[src/rtl/fetch_stage_pkg.sv]
// fetch_stage_pkg: shared constants, types and PC helpers for the fetch stage.
//   RESET_VECTOR - first fetch address after reset
//   NOP_INSTR    - instruction presented to decode when nothing valid is held
//   FETCH_DEPTH  - credits shared by in-flight requests and buffered responses
package fetch_stage_pkg;

  localparam logic [31:0] RESET_VECTOR = 32'h0000_0000;
  localparam logic [31:0] NOP_INSTR    = 32'h0000_0013;
  localparam int unsigned FETCH_DEPTH  = 2;

  typedef logic [31:0] word_t;
  // Holds 0..FETCH_DEPTH
  typedef logic [1:0]  cnt_t;

  // Sequential PC; wraps modulo 2^32
  function automatic word_t pc_next(input word_t pc);
    return pc + 32'd4;
  endfunction

  function automatic word_t align_word(input word_t addr);
    return addr & 32'hFFFF_FFFC;
  endfunction

endpackage

[src/rtl/fetch_stage_if.sv]
// fetch_stage_if: instruction-memory request/response bus.
//   IMEM_Req/IMEM_Addr      - request from fetch (master)
//   IMEM_Gnt                - memory accepts the request this cycle
//   IMEM_Rsp_Valid/Rsp_Data - in-order response, at least one cycle after grant
interface fetch_stage_if;
  import fetch_stage_pkg::*;

  logic  IMEM_Req;
  word_t IMEM_Addr;
  logic  IMEM_Gnt;
  logic  IMEM_Rsp_Valid;
  word_t IMEM_Rsp_Data;

  modport master (
    output IMEM_Req, IMEM_Addr,
    input  IMEM_Gnt, IMEM_Rsp_Valid, IMEM_Rsp_Data
  );

  modport slave (
    input  IMEM_Req, IMEM_Addr,
    output IMEM_Gnt, IMEM_Rsp_Valid, IMEM_Rsp_Data
  );
endinterface

[src/rtl/fetch_stage_buffer.sv]
// fetch_buffer: 2-entry response FIFO between instruction memory and decode.
//   i_clk/i_rst - clock, synchronous active-high reset
//   i_clear     - drop all entries (redirect)
//   i_push      - write i_data at tail
//   i_pop       - remove head (may coincide with push)
//   o_count     - number of held entries
//   o_head      - oldest entry
module fetch_buffer
  import fetch_stage_pkg::*;
(
  input  logic  i_clk,
  input  logic  i_rst,
  input  logic  i_clear,
  input  logic  i_push,
  input  logic  i_pop,
  input  word_t i_data,
  output cnt_t  o_count,
  output word_t o_head
);

  word_t r_mem [FETCH_DEPTH];
  logic  r_wr_ptr;
  logic  r_rd_ptr;
  cnt_t  r_count;

  always_ff @(posedge i_clk) begin
    if (i_rst || i_clear) begin
      r_wr_ptr <= 1'b0;
      r_rd_ptr <= 1'b0;
      r_count  <= '0;
    end else begin
      if (i_push) begin
        r_mem[r_wr_ptr] <= i_data;
        r_wr_ptr        <= ~r_wr_ptr;
      end
      if (i_pop) begin
        r_rd_ptr <= ~r_rd_ptr;
      end
      case ({i_push, i_pop})
        2'b10:   r_count <= r_count + 2'd1;
        2'b01:   r_count <= r_count - 2'd1;
        default: r_count <= r_count;
      endcase
    end
  end

  assign o_count = r_count;
  assign o_head  = r_mem[r_rd_ptr];

  a_no_overflow: assert property (@(posedge i_clk) disable iff (i_rst || i_clear)
    !(i_push && !i_pop && r_count == cnt_t'(FETCH_DEPTH)));

endmodule

[src/rtl/fetch_stage.sv]
// fetch_stage: credit-limited instruction fetch feeding the decode register.
//   CLK, RST            - clock, synchronous active-high reset
//   Stall_D             - hold decode outputs
//   Redirect_E          - taken branch/jump from execute (overrides stall)
//   PC_Target_E         - redirect target (low two bits ignored)
//   imem                - instruction memory bus (master side)
//   Instr_D/PC_D/PC4_D  - decode instruction, its PC, PC+4
//   Valid_D             - Instr_D is a real fetched instruction
module fetch_stage
  import fetch_stage_pkg::*;
(
  input  logic          CLK,
  input  logic          RST,
  input  logic          Stall_D,
  input  logic          Redirect_E,
  input  word_t         PC_Target_E,
  fetch_stage_if.master imem,
  output word_t         Instr_D,
  output word_t         PC_D,
  output word_t         PC4_D,
  output logic          Valid_D
);

  word_t r_fetch_pc;
  word_t r_head_pc;
  cnt_t  r_outstanding;
  cnt_t  r_discard;
  word_t r_instr;
  word_t r_pc;
  word_t r_pc4;
  logic  r_valid;

  cnt_t       w_buf_count;
  word_t      w_buf_head;
  logic [2:0] w_credits_used;
  logic       w_req;
  logic       w_issue;
  logic       w_rsp_drop;
  logic       w_rsp_owed;
  logic       w_push;
  logic       w_pop;
  cnt_t       w_discard_redirect;

  always_comb begin
    w_credits_used = {1'b0, r_outstanding} + {1'b0, w_buf_count};
    w_req          = !RST && !Redirect_E && (r_discard == '0)
                     && (w_credits_used < 3'(FETCH_DEPTH));
    w_issue        = w_req && imem.IMEM_Gnt;
    w_rsp_drop     = imem.IMEM_Rsp_Valid && (r_discard != '0);
    w_rsp_owed     = imem.IMEM_Rsp_Valid && ((r_discard != '0) || (r_outstanding != '0));
    // A response landing with the redirect is stale and never reaches the buffer
    w_push         = imem.IMEM_Rsp_Valid && (r_discard == '0) && (r_outstanding != '0)
                     && !Redirect_E;
    w_pop          = !Redirect_E && !Stall_D && (w_buf_count != '0);
    // Everything still owed becomes discard; one arriving now is already consumed
    w_discard_redirect = r_discard + r_outstanding - cnt_t'(w_rsp_owed);
  end

  assign imem.IMEM_Req  = w_req;
  assign imem.IMEM_Addr = RST ? RESET_VECTOR : r_fetch_pc;

  always_ff @(posedge CLK) begin
    if (RST) begin
      r_fetch_pc    <= RESET_VECTOR;
      r_head_pc     <= RESET_VECTOR;
      r_outstanding <= '0;
      r_discard     <= '0;
      r_instr       <= NOP_INSTR;
      r_pc          <= RESET_VECTOR;
      r_pc4         <= pc_next(RESET_VECTOR);
      r_valid       <= 1'b0;
    end else if (Redirect_E) begin
      r_fetch_pc    <= align_word(PC_Target_E);
      r_head_pc     <= align_word(PC_Target_E);
      r_outstanding <= '0;
      r_discard     <= w_discard_redirect;
      r_instr       <= NOP_INSTR;
      r_valid       <= 1'b0;
    end else begin
      if (w_issue) begin
        r_fetch_pc <= pc_next(r_fetch_pc);
      end
      case ({w_issue, w_push})
        2'b10:   r_outstanding <= r_outstanding + 2'd1;
        2'b01:   r_outstanding <= r_outstanding - 2'd1;
        default: r_outstanding <= r_outstanding;
      endcase
      if (w_rsp_drop) begin
        r_discard <= r_discard - 2'd1;
      end
      if (!Stall_D) begin
        if (w_pop) begin
          r_instr   <= w_buf_head;
          r_pc      <= r_head_pc;
          r_pc4     <= pc_next(r_head_pc);
          r_valid   <= 1'b1;
          r_head_pc <= pc_next(r_head_pc);
        end else begin
          r_instr <= NOP_INSTR;
          r_valid <= 1'b0;
        end
      end
    end
  end

  fetch_buffer u_buffer (
    .i_clk   (CLK),
    .i_rst   (RST),
    .i_clear (Redirect_E),
    .i_push  (w_push),
    .i_pop   (w_pop),
    .i_data  (imem.IMEM_Rsp_Data),
    .o_count (w_buf_count),
    .o_head  (w_buf_head)
  );

  assign Instr_D = r_instr;
  assign PC_D    = r_pc;
  assign PC4_D   = r_pc4;
  assign Valid_D = r_valid;

endmodule
[src/flat_wrapper.sv]
// flat-port wrapper written by rule: the top's interface ports become plain ports
module fetch_stage_flat import fetch_stage_pkg::*;
  (CLK, RST, Stall_D, Redirect_E, PC_Target_E, Instr_D, PC_D, PC4_D, Valid_D, imem_IMEM_Req, imem_IMEM_Addr, imem_IMEM_Gnt, imem_IMEM_Rsp_Valid, imem_IMEM_Rsp_Data);
  fetch_stage_if imem_i ();
  input  logic CLK;
  input  logic RST;
  input  logic Stall_D;
  input  logic Redirect_E;
  input  word_t PC_Target_E;
  output word_t Instr_D;
  output word_t PC_D;
  output word_t PC4_D;
  output logic Valid_D;
  output wire logic [$bits(imem_i.IMEM_Req)-1:0] imem_IMEM_Req;
  output wire logic [$bits(imem_i.IMEM_Addr)-1:0] imem_IMEM_Addr;
  input wire logic [$bits(imem_i.IMEM_Gnt)-1:0] imem_IMEM_Gnt;
  input wire logic [$bits(imem_i.IMEM_Rsp_Valid)-1:0] imem_IMEM_Rsp_Valid;
  input wire logic [$bits(imem_i.IMEM_Rsp_Data)-1:0] imem_IMEM_Rsp_Data;
  assign imem_IMEM_Req = imem_i.IMEM_Req;
  assign imem_IMEM_Addr = imem_i.IMEM_Addr;
  assign imem_i.IMEM_Gnt = imem_IMEM_Gnt;
  assign imem_i.IMEM_Rsp_Valid = imem_IMEM_Rsp_Valid;
  assign imem_i.IMEM_Rsp_Data = imem_IMEM_Rsp_Data;
  fetch_stage u_core (.CLK(CLK), .RST(RST), .Stall_D(Stall_D), .Redirect_E(Redirect_E), .PC_Target_E(PC_Target_E), .imem(imem_i), .Instr_D(Instr_D), .PC_D(PC_D), .PC4_D(PC4_D), .Valid_D(Valid_D));
endmodule
[config.mk]
export PLATFORM = sky130hd
export DESIGN_NAME = fetch_stage_flat
export DESIGN_NICKNAME = d
export VERILOG_FILES = /design/src/rtl/fetch_stage_pkg.sv /design/src/rtl/fetch_stage_if.sv /design/src/rtl/fetch_stage_buffer.sv /design/src/rtl/fetch_stage.sv /design/src/flat_wrapper.sv
export SDC_FILE = /design/constraint.sdc
export NUM_CORES = 1
export LEC_CHECK = 0
export BUFFER_PORTS_ARGS = -buffer_cell sky130_fd_sc_hd__buf_2
export CAP_MARGIN = 10
export CORE_AREA = 2 2 145 147
export DETAILED_ROUTE_END_ITERATION = 16
export DIE_AREA = 0 0 147 149
export GPL_TIMING_DRIVEN = 0
export PLACE_DENSITY = 0.82
export SLEW_MARGIN = 20
export SYNTH_ARGS = -nofsm -noshare
export SYNTH_HDL_FRONTEND = slang
export SYNTH_SLANG_ARGS = --single-unit
[constraint.sdc]
create_clock -name CLK -period 3.9 [get_ports CLK]
set_clock_uncertainty 0.15 [all_clocks]
set_input_delay 0.39 -clock CLK [delete_from_list [all_inputs] [get_ports CLK]]
set_output_delay 0.39 -clock CLK [all_outputs]
set_load 0.01 [all_outputs]
=== After elaboration in Yosys (flattened, before gate mapping) ===
Memory sizes are Yosys's and may differ from the RTL's. A register that Yosys moved wholly into a read port is not among the register bits.
Cells that the tools add are included.

* Memories kept: 1
* Flip-flop bits (word level): 169
* RAM bits: 64
* Logic and storage cells: 80

{| class="wikitable"
|+ Memories
! memory !! words !! width !! rd ports !! clocked after Yosys merged registers in !! write ports !! RTL line !! RTL
|-
| u_core.u_buffer.r_mem || 2 || 32 || 1 || 1 || 1 || fetch_stage_buffer.sv:21 || <nowiki>word_t r_mem [FETCH_DEPTH];</nowiki>
|}

* Bitwise logic cells: 4
* Equal/unequal tests: 5
* Order comparisons: 1
* Multiplexer cells: 17
* Reductions and logical operators: 29
* Add/sub/neg operators: 10

{| class="wikitable"
|+ Operator list
! kind !! count
|-
| $mux 32 || 7
|-
| $add 32x3->32 const B || 2
|-
| $reduce_bool 2->1 || 8
|-
| $logic_and 1x1->1 || 11
|-
| $pmux 2 s2 || 2
|-
| $mux 1 || 6
|-
| $sub 2x1->2 const B || 3
|-
| $add 2x1->2 const B || 2
|-
| $eq 2x1->1 const B || 2
|-
| $eq 2x2->1 const B || 2
|-
| $mux 2 || 2
|-
| $not 1->1 || 4
|-
| $reduce_and 2->1 || 2
|-
| $add 2x2->3 || 1
|-
| $logic_not 1->1 || 3
|-
| $lt 3x2->1 const B || 1
|-
| $reduce_and 3->1 || 1
|-
| $add 2x2->2 || 1
|-
| $logic_not 2->1 || 1
|-
| $logic_or 1x1->1 || 2
|-
| $ne 2x1->1 const B || 1
|-
| $reduce_or 2->1 || 1
|-
| $sub 2x1->2 || 1
|}

=== Longest topological paths before layout ===
* Word-level depth: 7
* Gate-level depth with buffers: 11

=== By module ===
A second synthesis with hierarchy kept.

* Cells, all modules: 1017
* Area, all modules: 9974.6 um^2

{| class="wikitable"
|+ Modules (own cells, without submodules)
! module !! instances !! area an instance (um^2) !! cells an instance !! seq. area each (um^2)
|-
| fetch_stage || 1 || 7458.4 || 896 || 3143.0
|-
| fetch_buffer || 1 || 2516.2 || 121 || 2021.9
|}

=== Worst setup path after synthesis ===
Ideal clock, no wire load.

* Kind: input to register
* Start: in Redirect_E
* End: mem u_core.u_buffer.r_mem[0][0] (netlist bit), enable pin
* Cell stages on the path: 5
* Setup slack: -0.001 ns
* Setup time: 0.461 ns
* Data required time: 3.289 ns
* Data arrival time: 3.290 ns
* Cells stage by stage: buf_6 > or2_1 > buf_6 > clkbuf_1 > nor3_1

* Longest elaborated chain between the ends: 5
* Elaborated cells on any way between the ends: 6
* Those cells by class: mux (3); reduce/logical (3)

{| class="wikitable"
|+ Ends and longest elaborated chain
! element !! RTL line !! RTL
|-
| from (decl) || flat_wrapper.sv:8 || <nowiki>input logic Redirect_E;</nowiki>
|-
| $logic_not 1->1 || fetch_stage.sv:53 || <nowiki>&& !Redirect_E;</nowiki>
|-
| $logic_and 1x1->1 || fetch_stage.sv:53 ||
|-
| $mux 1 || fetch_stage_buffer.sv:32 || <nowiki>if (i_push) begin</nowiki>
|-
| $mux 1 (*) || fetch_stage_buffer.sv:27 || <nowiki>if (i_rst || i_clear) begin</nowiki>
|-
| $mux 1 (not written as such) (*) || fetch_stage_buffer.sv:33 || <nowiki>r_mem[r_wr_ptr] <= i_data;</nowiki>
|-
| to (decl) || fetch_stage_buffer.sv:21 ||
|}

Mark *: on every way between the ends. The rest lies on a longest branch, timed or not.

=== Final worst setup path ===
* Start: reg u_core.u_buffer.r_count[0] (netlist: u_core.u_buffer.o_count[0])
* End: reg u_core.u_buffer.r_count[1] (netlist: u_core.u_buffer.o_count[1])

* Longest elaborated chain between the ends: 4
* Elaborated cells on any way between the ends: 8
* Those cells by class: add/sub (2); eq/ne (2); mux (1); reduce/logical (3)

{| class="wikitable"
|+ Ends and longest elaborated chain
! element !! RTL line !! RTL
|-
| from (decl) || fetch_stage_buffer.sv:24 || <nowiki>cnt_t r_count;</nowiki>
|-
| from (signal assigned) || fetch_stage_buffer.sv:40 || <nowiki>2'b10: r_count <= r_count + 2'd1;</nowiki>
|-
| from (signal assigned) || fetch_stage_buffer.sv:41 || <nowiki>2'b01: r_count <= r_count - 2'd1;</nowiki>
|-
| from (signal assigned) || fetch_stage_buffer.sv:42 || <nowiki>default: r_count <= r_count;</nowiki>
|-
| $reduce_bool 2->1 (*) || fetch_stage.sv:54 || <nowiki>w_pop = !Redirect_E && !Stall_D && (w_buf_count != '0);</nowiki>
|-
| $logic_and 1x1->1 (*) || fetch_stage.sv:54 ||
|-
| via u_core.u_buffer.i_pop || fetch_stage_buffer.sv:15 || <nowiki>input logic i_pop,</nowiki>
|-
| $eq 2x1->1 / $eq 2x2->1 (equally long branches) || fetch_stage_buffer.sv:39 || <nowiki>case ({i_push, i_pop})</nowiki>
|-
| $pmux 2 s2 / $reduce_bool 2->1 (equally long branches) || - ||
|}

The timed path passes the listed nets; every way through them passes the cells marked *.
A chain may end at the register's enable or synchronous reset.

==> results_dict.tcl <==
set metrics [dict create \
    min_path_type "in2reg" \
    critPathCapture "u_core.u_buffer.o_count[1]" \
    nets 1396 \
    cts_buffers 24 \
    crit_type "reg2reg" \
    final-hold-violation-count 0 \
    synth-async-reset-ratio_pct 0 \
    maxSlewViolCount 0 \
    die_y_um 149 \
    dpl-instance-area_mm2 0.0114 \
    dr.pass1.iters 7 \
    crit_path_frequent_cell "buf_2" \
    status "finished, final reports clean" \
    syn-instance-count 1057 \
    reg2regPathDepth 9 \
    fmax_mhz 309 \
    path_cells "o21ba_2 -> buf_2 -> nand2_1 -> inv_2 -> buf_2 -> buf_1 -> ha_1 -> or3_1 -> a21oi_1" \
    syn_to_final_growth_pct 24.9 \
    grtUsageTotal_pct 26.5 \
    cts_resized 0 \
    fp.dieW_um 147 \
    multi_input_area_mm2 0.00439 \
    cpLargestDelayFamily "buffers and inverters" \
    grt_max_degree 15 \
    powerDensity_mw_per_mm2 421 \
    antenna_found_initial 2 \
    critical_path_depth 9 \
    worst_slew_pin_slew_ps 789 \
    fillers 1760 \
    postCtsSetupRepairBufs 0 \
    htree_levels 1 \
    ir_worst_vdd_uv 398 \
    setup_violations 0 \
    drc 0 \
    period_minus_slack_ps 3240 \
    p_leak_nw 4.72 \
    synth_flop_cell "dfxtp_1" \
    drt_wl_total_um 29800 \
    gp_congestion 0.936 \
    insertion_delay_ps 510 \
    register_area_mm2 0.00516 \
    fin_crit_sh_pct 83.1 \
    io_buffers 190 \
    dp_slack_ps 541 \
    diodes 0 \
    cts_sinks 226 \
    critPathBufInv 4 \
    layout-drive-gt1-share_pct 20.8 \
    crit_fanout 10 \
    root_buffer "clkbuf_16" \
    yosys.cell_types.count 61 \
    cts_tree "yes" \
    cp-start-kind "register" \
    initial_core_util_pct 48.6 \
    synth_area_mm2 0.0100 \
    slew_headroom_pct 47.0 \
    drtIter0Drc 595 \
    grt_pass1_vias 8586 \
    crit_slowest_cell "buf_1" \
    avgSynthCellArea_um2 9.46 \
    viasPerCell 5.52 \
    hold_ws_ps 7.56 \
    antenna_left 0 \
    synth-seq-cells 226 \
    vias 8884 \
    wl_per_cell_um 18.5 \
    startpoint "u_core.u_buffer.o_count[0]" \
    clk_pin_slew_ps 60 \
    postLayoutCellArea_mm2 0.0125 \
    reg2reg_from "u_core.u_buffer.o_count[0]" \
    core_region_area_mm2 0.0206 \
    hold_buffers 34 \
    rr_endpoint "u_core.u_buffer.o_count[1]" \
    setup_slack_ps 659 \
    maxCapViolations 0 \
    tns_ps 0 \
    synth_edf_count 64 \
    rsz0062_at_grt "false" \
    grt_first_pass_wirelength_um 45800 \
    cp.arrival_ps 3520 \
    cpPeakStageDelay_ps 530 \
    hpwlAfterDp_um 21300 \
    ys_warn_count 0 \
    rows 53 \
    io_pins 200 \
    die-area_mm2 0.0219 \
    yosysSeqAreaShare_pct 51.7 \
    final_core_util_pct 60.8 \
    grt_overflow_total 0 \
    crit_path_end_kind "register" \
    worst_ep_required_time_ps 4180 \
    r2r_setup_slack_ps 660 \
    cts_buffer_depth 3 \
]
-- cell usage after synthesis, drive strengths merged (18+ instances only) --
master	count	area share [%]
a211oi	34	2.6
a21boi	26	2.0
a21oi	92	4.6
buf	37	2.0
clkbuf	45	1.7
dfxtp	162	32
edfxtp	64	19
inv	27	1.0
mux2i	30	3.0
nand2	115	4.3
nand3	20	1.0
nand4	22	1.7
nor2	129	5.0
nor2b	31	1.9
nor3	29	1.5
nor4	18	1.5
xnor2	62	5.4
xor2	21	1.8
-- worst min path at each step --
| stage | from | end | slack [ps] | cells after the start |
|---|---|---|---|---|
| 6_report | PC_Target_E[21] | u_core.r_fetch_pc[21] | 8 | 3 |
| 5_1_grt | PC_Target_E[21] | u_core.r_fetch_pc[21] | 3 | 3 |
| 4_1_cts | PC_Target_E[21] | u_core.r_fetch_pc[21] | 1 | 3 |
| 3_5_place_dp | u_core.PC_D[13] | u_core.PC_D[13] | 290 | 2 |
| 3_3_place_gp | u_core.PC4_D[2] | u_core.PC4_D[2] | 290 | 1 |
| 2_1_floorplan | u_core.r_head_pc[31] | u_core.PC_D[31] | 320 | 2 |
-- layout by cell type (no fill, tap or decap), types with 4 or more instances in the layout --
| master | count |
|---|---|
| a211oi_1 | 33 |
| a21boi_0 | 26 |
| a21oi_1 | 92 |
| a31oi_1 | 10 |
| and3_1 | 13 |
| and4_1 | 7 |
| buf_1 | 12 |
| buf_2 | 206 |
| buf_4 | 11 |
| buf_6 | 4 |
| clkbuf_1 | 53 |
| clkbuf_16 | 25 |
| clkbuf_8 | 5 |
| conb_1 | 6 |
| dfxtp_1 | 162 |
| dlygate4sd3_1 | 34 |
| edfxtp_1 | 64 |
| ha_1 | 7 |
| inv_1 | 25 |
| mux2_2 | 5 |
| mux2i_1 | 30 |
| nand2_1 | 115 |
| nand3_1 | 20 |
| nand4_1 | 19 |
| nor2_1 | 128 |
| nor2b_1 | 31 |
| nor3_1 | 26 |
| nor4_1 | 14 |
| o21a_1 | 5 |
| o21ai_0 | 8 |
| o22ai_1 | 6 |
| xnor2_1 | 62 |
| xor2_1 | 21 |
-- power breakdown --
group / total, mW / switching [mW] / internal (mW) / leakage, nW
Sequential: 2.53 / 0.0638 / 2.46 / 1.89
Clock: 2.27 / 0.934 / 1.34 / 0.380
Combinational: 0.456 / 0.264 / 0.192 / 2.45
-- area by class of cell --
class                      count  share of cell area, %
multi-input combinational    727                   35.1
timing repair buffer         230                   10.7
tap                          275                   2.75
clock inverter                 5                  0.451
clock buffer                  38                   5.80
buffer                        82                   2.99
inverter                      27                  0.811
sequential                   226                   41.4
-- kinds of logic after synthesis --
family          Yosys count  synth area share [%]
xor+xnor                 83                  7.27
fa+ha+maj                 8                  1.08
other cells               1                0.0375
flops                   226                  51.7
compound gates          194                  12.0
simple gates            401                  19.6
mux                      35                  3.57
buf+inv                 109                  4.74
-- worst reg2reg max path, stage by stage (launching register included) --
cell,delay [ps]
dfxtp_1,420
o21ba_2,160
buf_2,250
nand2_1,290
inv_2,200
buf_2,250
buf_1,530
ha_1,380
or3_1,400
a21oi_1,150
-- flip-flops by register name, indices dropped and copies added (netlist names), 2 cells and up, named ones only --
| name | cells |
|---|---|
| u_core.r_discard | 2 |
| u_core.r_outstanding | 2 |
| u_core.u_buffer.o_count | 2 |
| u_core.PC4_D | 30 |
| u_core.r_head_pc | 30 |
| u_core.u_buffer.r_mem | 64 |
| u_core.r_fetch_pc | 30 |
| u_core.Instr_D | 32 |
| u_core.PC_D | 30 |
-- stage by stage --
stage	cells	power (mW)
2_1_floorplan	1062	2.83
3_3_place_gp	1527	2.98
3_5_place_dp	1533	2.99
4_1_cts	1610	5.25
5_1_grt	1610	5.41
6_report	1610	5.26
-- metal layers --
metal | wire length [µm] | global-route usage (%) | up-vias | share of wire [%]
li1 | - | - | 4179 | -
met1 | 11900 | 33.0 | 4180 | 40
met2 | 14200 | 45.6 | 433 | 48
met3 | 2540 | 5.44 | 88 | 8.5
met4 | 1210 | 10.2 | 4 | 4.0
met5 | 25 | 0 | - | 0.084
Power figures use the tool's default switching activity.
